$ cat src/rtl/uart_pkg.sv
// uart_pkg: definitions shared by the UART receiver and transmitter.
//   uart_state_t          - receive/transmit FSM state encoding
//   UART_DATA_BITS        - data bits per frame (8N1)
//   UART_CLKS_PER_BIT     - default clocks per bit (100 MHz / 9600 baud)
package uart_pkg;

  localparam int UART_DATA_BITS    = 8;
  localparam int UART_CLKS_PER_BIT = 10417;

  typedef enum logic [2:0] {
    IDLE      = 3'd0,
    START     = 3'd1,
    DATA      = 3'd2,
    STOP      = 3'd3,
    WAIT_HIGH = 3'd4
  } uart_state_t;

endpackage

$ cat src/rtl/sync_2ff.sv
// sync_2ff: two-flop synchronizer for a single asynchronous input.
//   clk   - destination clock
//   reset - asynchronous active-high reset; both flops load RESET_VAL
//   d     - asynchronous input
//   q     - synchronized output (two clk cycles of latency)
module sync_2ff #(
  parameter logic RESET_VAL = 1'b1
) (
  input  logic clk,
  input  logic reset,
  input  logic d,
  output logic q
);

  logic meta;

  always_ff @(posedge clk or posedge reset) begin
    if (reset) begin
      meta <= RESET_VAL;
      q    <= RESET_VAL;
    end else begin
      meta <= d;
      q    <= meta;
    end
  end

endmodule

$ cat src/rtl/uart_receiver.sv
// uart_receiver: 8N1 UART receiver, LSB first, mid-bit sampling.
//   clk         - system clock
//   reset       - asynchronous active-high reset
//   RxD         - asynchronous serial input, idle high
//   data        - last correctly framed word received (held between frames)
//   data_valid  - one-cycle pulse when data is updated
//   frame_error - one-cycle pulse when the stop bit is sampled low
//   busy        - high whenever the FSM is not idle
// CLKS_PER_BIT must be at least 2.
module uart_receiver
  import uart_pkg::*;
#(
  parameter int CLKS_PER_BIT = UART_CLKS_PER_BIT,
  parameter int DATA_BITS    = UART_DATA_BITS
) (
  input  logic                 clk,
  input  logic                 reset,
  input  logic                 RxD,
  output logic [DATA_BITS-1:0] data,
  output logic                 data_valid,
  output logic                 frame_error,
  output logic                 busy
);

  localparam int CNT_W  = (CLKS_PER_BIT > 2) ? $clog2(CLKS_PER_BIT) : 1;
  localparam int BIT_W  = $clog2(DATA_BITS + 1);
  localparam int HALF   = (CLKS_PER_BIT / 2 > 0) ? CLKS_PER_BIT / 2 : 1;

  localparam logic [CNT_W-1:0] HALF_LAST = CNT_W'(HALF - 1);
  localparam logic [CNT_W-1:0] FULL_LAST = CNT_W'(CLKS_PER_BIT - 1);
  localparam logic [BIT_W-1:0] BIT_LAST  = BIT_W'(DATA_BITS - 1);

  uart_state_t          state;
  logic                 rx_s;
  logic [CNT_W-1:0]     baud_cnt;
  logic [BIT_W-1:0]     bit_cnt;
  logic [DATA_BITS-1:0] shift_reg;

  sync_2ff #(.RESET_VAL(1'b1)) u_sync (
    .clk   (clk),
    .reset (reset),
    .d     (RxD),
    .q     (rx_s)
  );

  assign busy = (state != IDLE);

  // The baud counter returns to zero on every transition, so each state
  // measures its interval from the cycle it was entered.
  always_ff @(posedge clk or posedge reset) begin
    if (reset) begin
      state       <= IDLE;
      baud_cnt    <= '0;
      bit_cnt     <= '0;
      shift_reg   <= '0;
      data        <= '0;
      data_valid  <= 1'b0;
      frame_error <= 1'b0;
    end else begin
      data_valid  <= 1'b0;
      frame_error <= 1'b0;
      case (state)
        IDLE: begin
          baud_cnt <= '0;
          if (!rx_s) begin
            bit_cnt <= '0;
            state   <= START;
          end
        end
        START: begin
          if (baud_cnt == HALF_LAST) begin
            baud_cnt <= '0;
            // Line back high at mid start bit: treat as a glitch.
            state    <= rx_s ? IDLE : DATA;
          end else begin
            baud_cnt <= baud_cnt + 1'b1;
          end
        end
        DATA: begin
          if (baud_cnt == FULL_LAST) begin
            baud_cnt  <= '0;
            shift_reg <= {rx_s, shift_reg[DATA_BITS-1:1]};
            bit_cnt   <= bit_cnt + 1'b1;
            if (bit_cnt == BIT_LAST) state <= STOP;
          end else begin
            baud_cnt <= baud_cnt + 1'b1;
          end
        end
        STOP: begin
          if (baud_cnt == FULL_LAST) begin
            baud_cnt <= '0;
            if (rx_s) begin
              data       <= shift_reg;
              data_valid <= 1'b1;
              state      <= IDLE;
            end else begin
              frame_error <= 1'b1;
              state       <= WAIT_HIGH;
            end
          end else begin
            baud_cnt <= baud_cnt + 1'b1;
          end
        end
        WAIT_HIGH: begin
          // A held-low (break) line must not be mistaken for a start bit.
          baud_cnt <= '0;
          if (rx_s) state <= IDLE;
        end
        default: begin
          baud_cnt <= '0;
          state    <= IDLE;
        end
      endcase
    end
  end

endmodule

$ cat config.mk
export PLATFORM = sky130hd
export DESIGN_NAME = uart_receiver
export DESIGN_NICKNAME = d
export VERILOG_FILES = /design/src/rtl/uart_pkg.sv /design/src/rtl/sync_2ff.sv /design/src/rtl/uart_receiver.sv
export SDC_FILE = /design/constraint.sdc
export NUM_CORES = 1
export LEC_CHECK = 0
export ABC_AREA = 1
export BUFFER_PORTS_ARGS = -buffer_cell sky130_fd_sc_hd__buf_4
export CAP_MARGIN = 15
export CORE_MARGIN = 8
export CORE_UTILIZATION = 42
export DETAILED_ROUTE_END_ITERATION = 12
export GPL_TIMING_DRIVEN = 0
export PLACE_DENSITY = 0.55
export SYNTH_ARGS = -nofsm -noshare
export SYNTH_HDL_FRONTEND = slang
export SYNTH_SLANG_ARGS = --single-unit
export TNS_END_PERCENT = 50
$ cat constraint.sdc
create_clock -name clk -period 4.73 [get_ports clk]
set_clock_uncertainty 0.15 [all_clocks]
set_input_delay 0 -clock clk [delete_from_list [all_inputs] [get_ports clk]]
set_output_delay 0 -clock clk [all_outputs]
set_load 0.05 [all_outputs]
# ---- Word level (Yosys, flattened, before mapping)
# Index checks and enable logic that the tools add are counted.
dict set report classes {
  addsub 2
  n_eq_ne 13
  mux 21
  n_reduce_logical 8
}
# cell n
set ops {}
lappend ops {{$mux W14} 2}
lappend ops {{$pmux W14 S2} 1}
lappend ops {{$mux W3} 7}
lappend ops {{$pmux W3 S5} 1}
lappend ops {{$add A14 B1 Y14 const B} 1}
lappend ops {{$eq A14 B13 Y1 const B} 1}
lappend ops {{$eq A14 B14 Y1 const B} 1}
lappend ops {{$ne A2 B2 Y1 const B} 5}
lappend ops {{$mux W4} 2}
lappend ops {{$pmux W4 S2} 1}
lappend ops {{$eq A3 B2 Y1 const B} 2}
lappend ops {{$mux W1} 6}
lappend ops {{$reduce_and A3 Y1} 2}
lappend ops {{$reduce_and A6 Y1} 1}
lappend ops {{$add A4 B1 Y4 const B} 1}
lappend ops {{$eq A4 B3 Y1 const B} 1}
lappend ops {{$eq A3 B1 Y1 const B} 1}
lappend ops {{$eq A3 B3 Y1 const B} 1}
lappend ops {{$logic_not A3 Y1} 1}
lappend ops {{$reduce_bool A3 Y1} 1}
lappend ops {{$mux W2} 1}
lappend ops {{$ne A2 B1 Y1 const B} 1}
lappend ops {{$reduce_and A2 Y1} 1}
lappend ops {{$reduce_bool A2 Y1} 1}
lappend ops {{$reduce_or A2 Y1} 1}
dict set report totals {
  ff_bits 41
  inputBits 3
  output_inout_bits 11
  wordCells 53
}

# ---- Longest topological paths before layout
# Gate-level depths: netlist of run 1.
dict set report depth {
  depth_word 4
  depth_mapped 12
  mapped_depth_nobuf 11
}

# ---- Cells and area by module
# Synthesis of run 1 repeated with hierarchy kept, for this count alone.
dict set report hier_totals {
  cells_unflattened 254
  area_unflattened_um2 2034.5
}
# module n_inst cells_each area_per_inst_um2 seq_area_each_um2
set by_module_without_submodules {}
lappend by_module_without_submodules {uart_receiver 1 251 1978.1 975.9}
lappend by_module_without_submodules {sync_2ff 1 3 56.3 52.6}

# ---- Worst setup path after synthesis of run 1
# Ideal clock, no wire load.
dict set report synth_timing {
  kind {flip-flop to flip-flop}
  from {register baud_cnt[0]}
  to {register shift_reg[0]}
  setup_time_ns 0.118
  arrival_time_ns 1.395
  t_required_ns 4.462
  slack_ns 3.066
  path_stages_with_launch 13
  n_path_buf 1
  synth_period_minus_slack_ns 1.664
  cell_sequence {dfrtp_1 inv_1 ha_1 inv_1 nor2_1 nand2_2 nor2_4 nand2_4 inv_2 nand2_4 buf_6 nand2_2 o21ai_2}
}
dict set report synth_via {
  elab_chain_len 2
}
# item line
set synth_lines {}
lappend synth_lines {{start, declared} uart_receiver.sv:35} ;# logic [CNT_W-1:0] baud_cnt;
lappend synth_lines {{start signal, assigned} uart_receiver.sv:76} ;# baud_cnt <= baud_cnt + 1'b1;
lappend synth_lines {{start signal, assigned} uart_receiver.sv:86} ;# baud_cnt <= baud_cnt + 1'b1;
lappend synth_lines {{start signal, assigned} uart_receiver.sv:101} ;# baud_cnt <= baud_cnt + 1'b1;
lappend synth_lines {{$eq A14 B14 Y1} uart_receiver.sv:80} ;# if (baud_cnt == FULL_LAST) begin
lappend synth_lines {{$reduce_and A2 Y1 (no source line)} n/a}
lappend synth_lines {{end signal, assigned} uart_receiver.sv:82} ;# shift_reg <= {rx_s, shift_reg[DATA_BITS-1:1]};
lappend synth_lines {{end, declared} uart_receiver.sv:37} ;# logic [DATA_BITS-1:0] shift_reg;
# Every way passes these cells.
# A chain may end at the register's enable or synchronous reset.

# ---- Worst setup path in the final report of run 1
dict set report layout_timing {
  from {register baud_cnt[0]}
  to {register baud_cnt[4]}
}
dict set report layout_via {
  elab_chain_len 3
  elab_cells_between_ends 6
  cone_classes {1 x add/sub; 2 x eq/ne; 3 x mux}
}
# item line
set layout_lines {}
lappend layout_lines {{$add A14 B1 Y14 (tied with other cells)} {uart_receiver.sv:76, uart_receiver.sv:86, uart_receiver.sv:101}}
lappend layout_lines {{$mux W14 (on tied branches)} {uart_receiver.sv:80, uart_receiver.sv:90, uart_receiver.sv:71}}
lappend layout_lines {{$pmux W14 S2 *} uart_receiver.sv:62} ;# case (state)
# Mark *: on every way between the ends. The rest lies on a longest branch, timed or not.

==> metrics.yaml, run 1 <==
status:
  status: "complete, no violations"
grt:
  grt_max_degree: 42
  grt_pass1_wl_um: 6870
  grt_pass1_vias: 1511
  grt.total_usage_pct: 11.5
  grt_antenna_before_repair: 0
  grt_overflow: 0
finish:
  n_antenna_cell: 0
  final_common_cell: "nand2_1"
  area_growth_pct: 15.0
  drive_gt1_share_pct: 23.2
  largest_reg_flops: 14
  most-common-layout-cells: "nand2_1 (57), dfrtp_1 (39), nor2_1 (37), inv_1 (30)"
  finalNonFillerCells: 339
  fin_util_pct: 50.6
  final_nets: 277
  stdcell_area_mm2: 0.00242
setup_path:
  cpMostUsedCell: "nand2_2"
  ff2ff_setup_slack_ns: 2.83
  cp.required_ns: 4.76
  r2r-start: "baud_cnt[0]$_DFF_PP0_"
  worstSetupStartpointType: "flop"
  crit_type: "reg2reg"
  worst_r2r_path_depth: 12
  cp_top_family: "simple AND/OR/NAND/NOR gates"
  path_cells: "inv_1, ha_1, inv_1, nor2_1, nand2_2, nor2_4, nand2_4, nand2_2, nand2_2, inv_2, buf_6, nor2_1"
  cp-end-kind: "flop"
  crit_arrival_ns: 1.93
  crit_buf_inv: 4
  crit_fanout: 10
  crit_path_top_delay_cell: "dfrtp_1"
  r2r_end: "baud_cnt[4]$_DFF_PP0_"
  cpPeakStageDelay_ns: 0.45
placement:
  dp_hpwl_um: 2810
  io_buffers: 13
  dp_slack_ns: 2.83
  place_inst: 329
  gp_congestion: 0.865
  detailed_place.area_mm2: 0.00229
timing:
  finalCritPeriodShare_pct: 40.2
  setup_violations: 0
  final.setup.tns_ns: 0
  fmax_mhz: 525
  finalCriticalPeriod_ns: 1.90
  rsz0062_at_grt: "false"
  slew-limit-headroom_pct: 43.0
  finalMaxSlewViolations: 0
  fin_ws_ns: 2.83
  hold_viol_final: 0
  worstMarginPinSlew_ns: 0.854
yosys:
  synth_cells: 249
  yosysWarnings: 0
  synth_seq_area_share_pct: 48.8
  synth.distinct_cells: 24
  synth_fp_nets: 255
  synth-seq-cells: 41
  syn_area_mm2: 0.00211
  syn-mean-instance-area_um2: 8.46
worst_hold_path:
  hold_path_end: "u_sync.meta$_DFF_PP1_"
  worstHoldStart: "RxD"
  hp-class: "in2reg"
  hold_depth: 2
detailed_routing:
  drt.antenna.violating_nets: 0
  vias: 1527
  drt_iter0_drc: 54
  drt-total-wl_um: 3830
  viasPerCell: 4.50
  dr.pass1.iters: 4
  avgRoutedWirePerCell_um: 11.3
  drc: 0
power:
  ir_drop_mv: 0.174
  power_density_mw_per_mm2: 268
  leakagePower_nw: 1.22
clock_tree:
  cts_sinks: 41
  htreeDepth: 2
  cts_made_buffers: 5
  root_buffer: "clkbuf_8"
  clk_path_buf_depth: 2
  cts_tree: "done"
  path_clk_slew_ns: 0.09
  clock_latency_ns: 0.29
  post_cts_resized: 0
die:
  io_pins: 14
  die_y_um: 86.8
  die_x_um: 86.8
  num_rows: 25
  core_mm2: 0.00479
  start_util_pct: 44.0
  die_area_mm2: 0.00754
run:
  max_cap_violations: 0
## cell usage after synthesis (all sizes together)
master | count | area (µm²)
nand2 | 66 | 280
nor2 | 43 | 186
dfrtp | 39 | 976
inv | 36 | 135
o21ai | 17 | 141
nand3 | 15 | 75.1
xor2 | 10 | 87.6
nand4 | 5 | 46.3
nor3 | 5 | 25.0
buf | 3 | 30.0
ha | 3 | 37.5
a21oi | 2 | 10.0
dfstp | 2 | 52.6
nor3b | 1 | 7.51
or2 | 1 | 6.26
xnor2 | 1 | 8.76
## report_power, final
part	switching, mW	internal (mW)	total, mW
sequential	0.000914	0.352	0.353
combinational	0.00763	0.00234	0.00997
clock	0.127	0.158	0.285
## cells by family after synthesis
kind of cell | count (synthesis) | synth area share (%)
flip-flops | 41 | 48.8
AND/OR/NAND/NOR | 136 | 29.8
AO/OA/AOI/OAI | 19 | 7.19
buffers and inverters | 39 | 7.84
adder cells (fa/ha/maj) | 3 | 1.78
XOR/XNOR | 11 | 4.58
## cell type report
class / count / area [µm²]
Inverter: 36 / 135
Multi-Input combinational cell: 169 / 912
Fill cell: 479 / 2360
Sequential cell: 41 / 1030
Tap cell: 67 / 83.8
Clock buffer: 5 / 68.8
Timing Repair Buffer: 15 / 118
Buffer: 3 / 30.0
Clock inverter: 3 / 46.3
## metal layers
layer,up-vias,track usage (%),share of wire (%)
li1,812,-,-
met1,698,16.0,55
met2,13,16.2,41
met3,4,2.65,3.0
met4,0,5.48,1.2
met5,-,0,0
## how the worst max path moves through the flow
stage | start | end | slack (ns) | cells after the start
final | baud_cnt[0]$_DFF_PP0_ | baud_cnt[4]$_DFF_PP0_ | 2.83 | 12
after CTS | baud_cnt[0]$_DFF_PP0_ | baud_cnt[0]$_DFF_PP0_ | 2.81 | 12
after floorplan | baud_cnt[0]$_DFF_PP0_ | shift_reg[0]$_DFFE_PP0P_ | 3.07 | 12
after detailed placement | baud_cnt[0]$_DFF_PP0_ | baud_cnt[0]$_DFF_PP0_ | 2.83 | 12
after global placement | baud_cnt[0]$_DFF_PP0_ | baud_cnt[6]$_DFF_PP0_ | 2.85 | 12
after global routing | baud_cnt[0]$_DFF_PP0_ | baud_cnt[7]$_DFF_PP0_ | 2.68 | 12
## repair_timing
| action | CTS | global route |
|---|---|---|
| buffers inserted | 0 | 0 |
| endpoints found under the hold margin | 40 | 0 |
| hold buffers | 2 | 0 |
## stage by stage
step | total power [mW] | hold slack [ns]
after global placement | 0.369 | -0.0321
after detailed placement | 0.369 | -0.0350
after global routing | 0.677 | 0.214
final | 0.648 | 0.215
after CTS | 0.660 | 0.195
after floorplan | 0.365 | -0.146
(Power assumes the default switching activity.)
==> run 2, diff against run 1 <==
--- a/config.mk
+++ b/config.mk
@@ -12,7 +12,7 @@
 export CORE_UTILIZATION = 42
 export DETAILED_ROUTE_END_ITERATION = 12
 export GPL_TIMING_DRIVEN = 0
-export PLACE_DENSITY = 0.55
+export PLACE_DENSITY = 0.57
 export SYNTH_ARGS = -nofsm -noshare
 export SYNTH_HDL_FRONTEND = slang
 export SYNTH_SLANG_ARGS = --single-unit
==> constraint.sdc (replaced) <==
create_clock -name clk -period 1.7 [get_ports clk]
set_clock_uncertainty 0.15 [all_clocks]
set_input_delay 0 -clock clk [delete_from_list [all_inputs] [get_ports clk]]
set_output_delay 0 -clock clk [all_outputs]
set_load 0.05 [all_outputs]
==> metrics.yaml, run 2 (synthesized netlist as in run 1, its figures left out) <==
timing:
  finalMaxSlewViolations: 0
  finalCritPeriodShare_pct: 99.2
  finalCriticalPeriod_ns: 1.69
  rsz0062_at_grt: "true"
  setup_violations: 0
  hold_viol_final: 0
  fmax_mhz: 593
  hold_slack_ns: 0.201
  worstMarginPinSlew_ns: 0.846
  slew-limit-headroom_pct: 43.5
setup_path:
  cpMostUsedCell: "nand2_4"
  crit_buf_inv: 4
  crit_type: "reg2reg"
  worstSetupStartpointType: "flop"
  cp.required_ns: 1.73
  cp_top_family: "simple AND/OR/NAND/NOR gates"
  path_cells: "inv_2, ha_4, inv_4, nor2_4, nand2_2, nor2_4, nand2_4, nand2_4, nand2_4, inv_6, buf_8, nor2_1"
  crit_fanout: 5
  cpPeakStageDelay_ns: 0.42
  crit_path_top_delay_cell: "dfrtp_2"
  crit_arrival_ns: 1.72
  cp-end-kind: "flop"
die:
  die_area_mm2: 0.00754
  io_pins: 14
  die_y_um: 86.8
  die_x_um: 86.8
  core_mm2: 0.00479
  start_util_pct: 44.0
  num_rows: 25
finish:
  final_common_cell: "nand2_1"
  final_nets: 294
  n_antenna_cell: 0
  multi_input_area_mm2: 0.00101
  fill_cells: 442
  seq_area_mm2: 0.00103
  fin_util_pct: 56.4
  area_growth_pct: 28.3
  largest_reg_flops: 14
  stdcell_area_mm2: 0.00270
  most-common-layout-cells: "nand2_1 (55), dfrtp_1 (38), inv_1 (27), nor2_1 (27), buf_4 (27)"
  finalNonFillerCells: 356
  drive_gt1_share_pct: 34.3
detailed_routing:
  drc: 0
  drt-total-wl_um: 4240
  viasPerCell: 4.53
  vias: 1614
  dr.pass1.iters: 4
  avgRoutedWirePerCell_um: 11.9
  drt_iter0_drc: 84
  drt.antenna.violating_nets: 0
power:
  p_seq_share_pct: 54.3
  finalPower_mw: 1.81
  power_density_mw_per_mm2: 670
  ir_drop_mv: 0.561
  leakagePower_nw: 1.31
  p_comb_share_pct: 1.5
  clockPowerShare_pct: 44.2
  p_sw_mw: 0.384
  swShare_pct: 21.2
  p_int_mw: 1.42
clock_tree:
  cts_sinks: 41
  root_buffer: "clkbuf_8"
  htreeDepth: 2
  clk_path_buf_depth: 2
  cts_tree: "done"
  clock_latency_ns: 0.30
  cts_made_buffers: 5
  path_clk_slew_ns: 0.09
worst_hold_path:
  hp-class: "in2reg"
grt:
  grt.total_usage_pct: 12.4
  grt_antenna_before_repair: 0
  grt_pass1_vias: 1598
  grt_overflow: 0
  grt_max_degree: 42
  grt_pass1_wl_um: 7340
placement:
  io_buffers: 13
  detailed_place.area_mm2: 0.00229
  dp_hpwl_um: 2770
  gp_congestion: 0.804
  place_inst: 329
run:
  max_cap_violations: 0
status:
  status: "complete, no violations"
run 2: cell types whose count changed in the layout (fill, tap and decap cells not counted), moves of 2 or more:
cell	delta
nor2_4	+5
nor2_1	-10
buf_4	+13
nand2_1	-2
inv_4	+2
nor2_2	+5
buf_8	+3
ha_1	-2
inv_1	-3
nand2_4	+2
run 2: worst paths after layout:
| kind | start | end | slack (ns) | depth (start not counted) |
|---|---|---|---|---|
| setup / recovery | baud_cnt[0]$_DFF_PP0_ | baud_cnt[7]$_DFF_PP0_ | 0.01 | 12 |
| hold / removal | RxD | u_sync.meta$_DFF_PP1_ | 0.20 | 2 |
| hold reg to reg | u_sync.meta$_DFF_PP1_ | u_sync.q$_DFF_PP1_ | 0.22 | 0 |
| max in group asynchronous | reset | baud_cnt[0]$_DFF_PP0_ | 0.53 | 3 |
| setup reg to reg | baud_cnt[0]$_DFF_PP0_ | baud_cnt[7]$_DFF_PP0_ | 0.01 | 12 |
| min in group asynchronous | reset | data_valid$_DFF_PP0_ | 0.29 | 3 |
run 2: final cells by class:
class | count | area share, %
buffer | 3 | 1.53
clock buffer | 5 | 2.55
clock inverter | 3 | 1.71
inverter | 36 | 5.37
multi-input combinational | 169 | 37.4
sequential | 41 | 38.1
tap | 67 | 3.10
timing repair buffer | 32 | 10.2
run 2: power groups by stage:
stage                     logic [mW]  registers [mW]  clock network, mW
after detailed placement      0.0262            1.00                  0
final                         0.0277           0.982              0.800
after global placement        0.0260            1.00                  0
after floorplan               0.0159            1.00                  0
after CTS                     0.0298           0.981              0.828
after global routing          0.0335           0.982              0.865
run 2: repair_timing:
item / in CTS / in global routing
endpoints found under the hold margin: 40 / 0
cloned: 2 / 0
resized for setup: 21 / 20
hold buffers: 2 / 0
pin swaps: 5 / 6
endpoints found under the setup margin: 34 / 36
buffers inserted: 8 / 7
run 2: routing by layer:
| layer | vias to the layer above | part of all wire (%) | GRT usage, % |
|---|---|---|---|
| met3 | 4 | 2.5 | 2.84 |
| met5 | - | 0 | 0 |
| met2 | 17 | 44 | 18.3 |
| met1 | 745 | 52 | 16.4 |
| li1 | 848 | - | - |
| met4 | 0 | 1.4 | 6.10 |
run 2: stage by stage:
step	setup WS (ns)	setup TNS, ns
floorplan	0.0365	0
global placement	-0.154	-3.20
detailed placement	-0.175	-3.60
CTS	-0.0311	-0.278
global route	-0.0582	-1.07
finish	0.0143	0
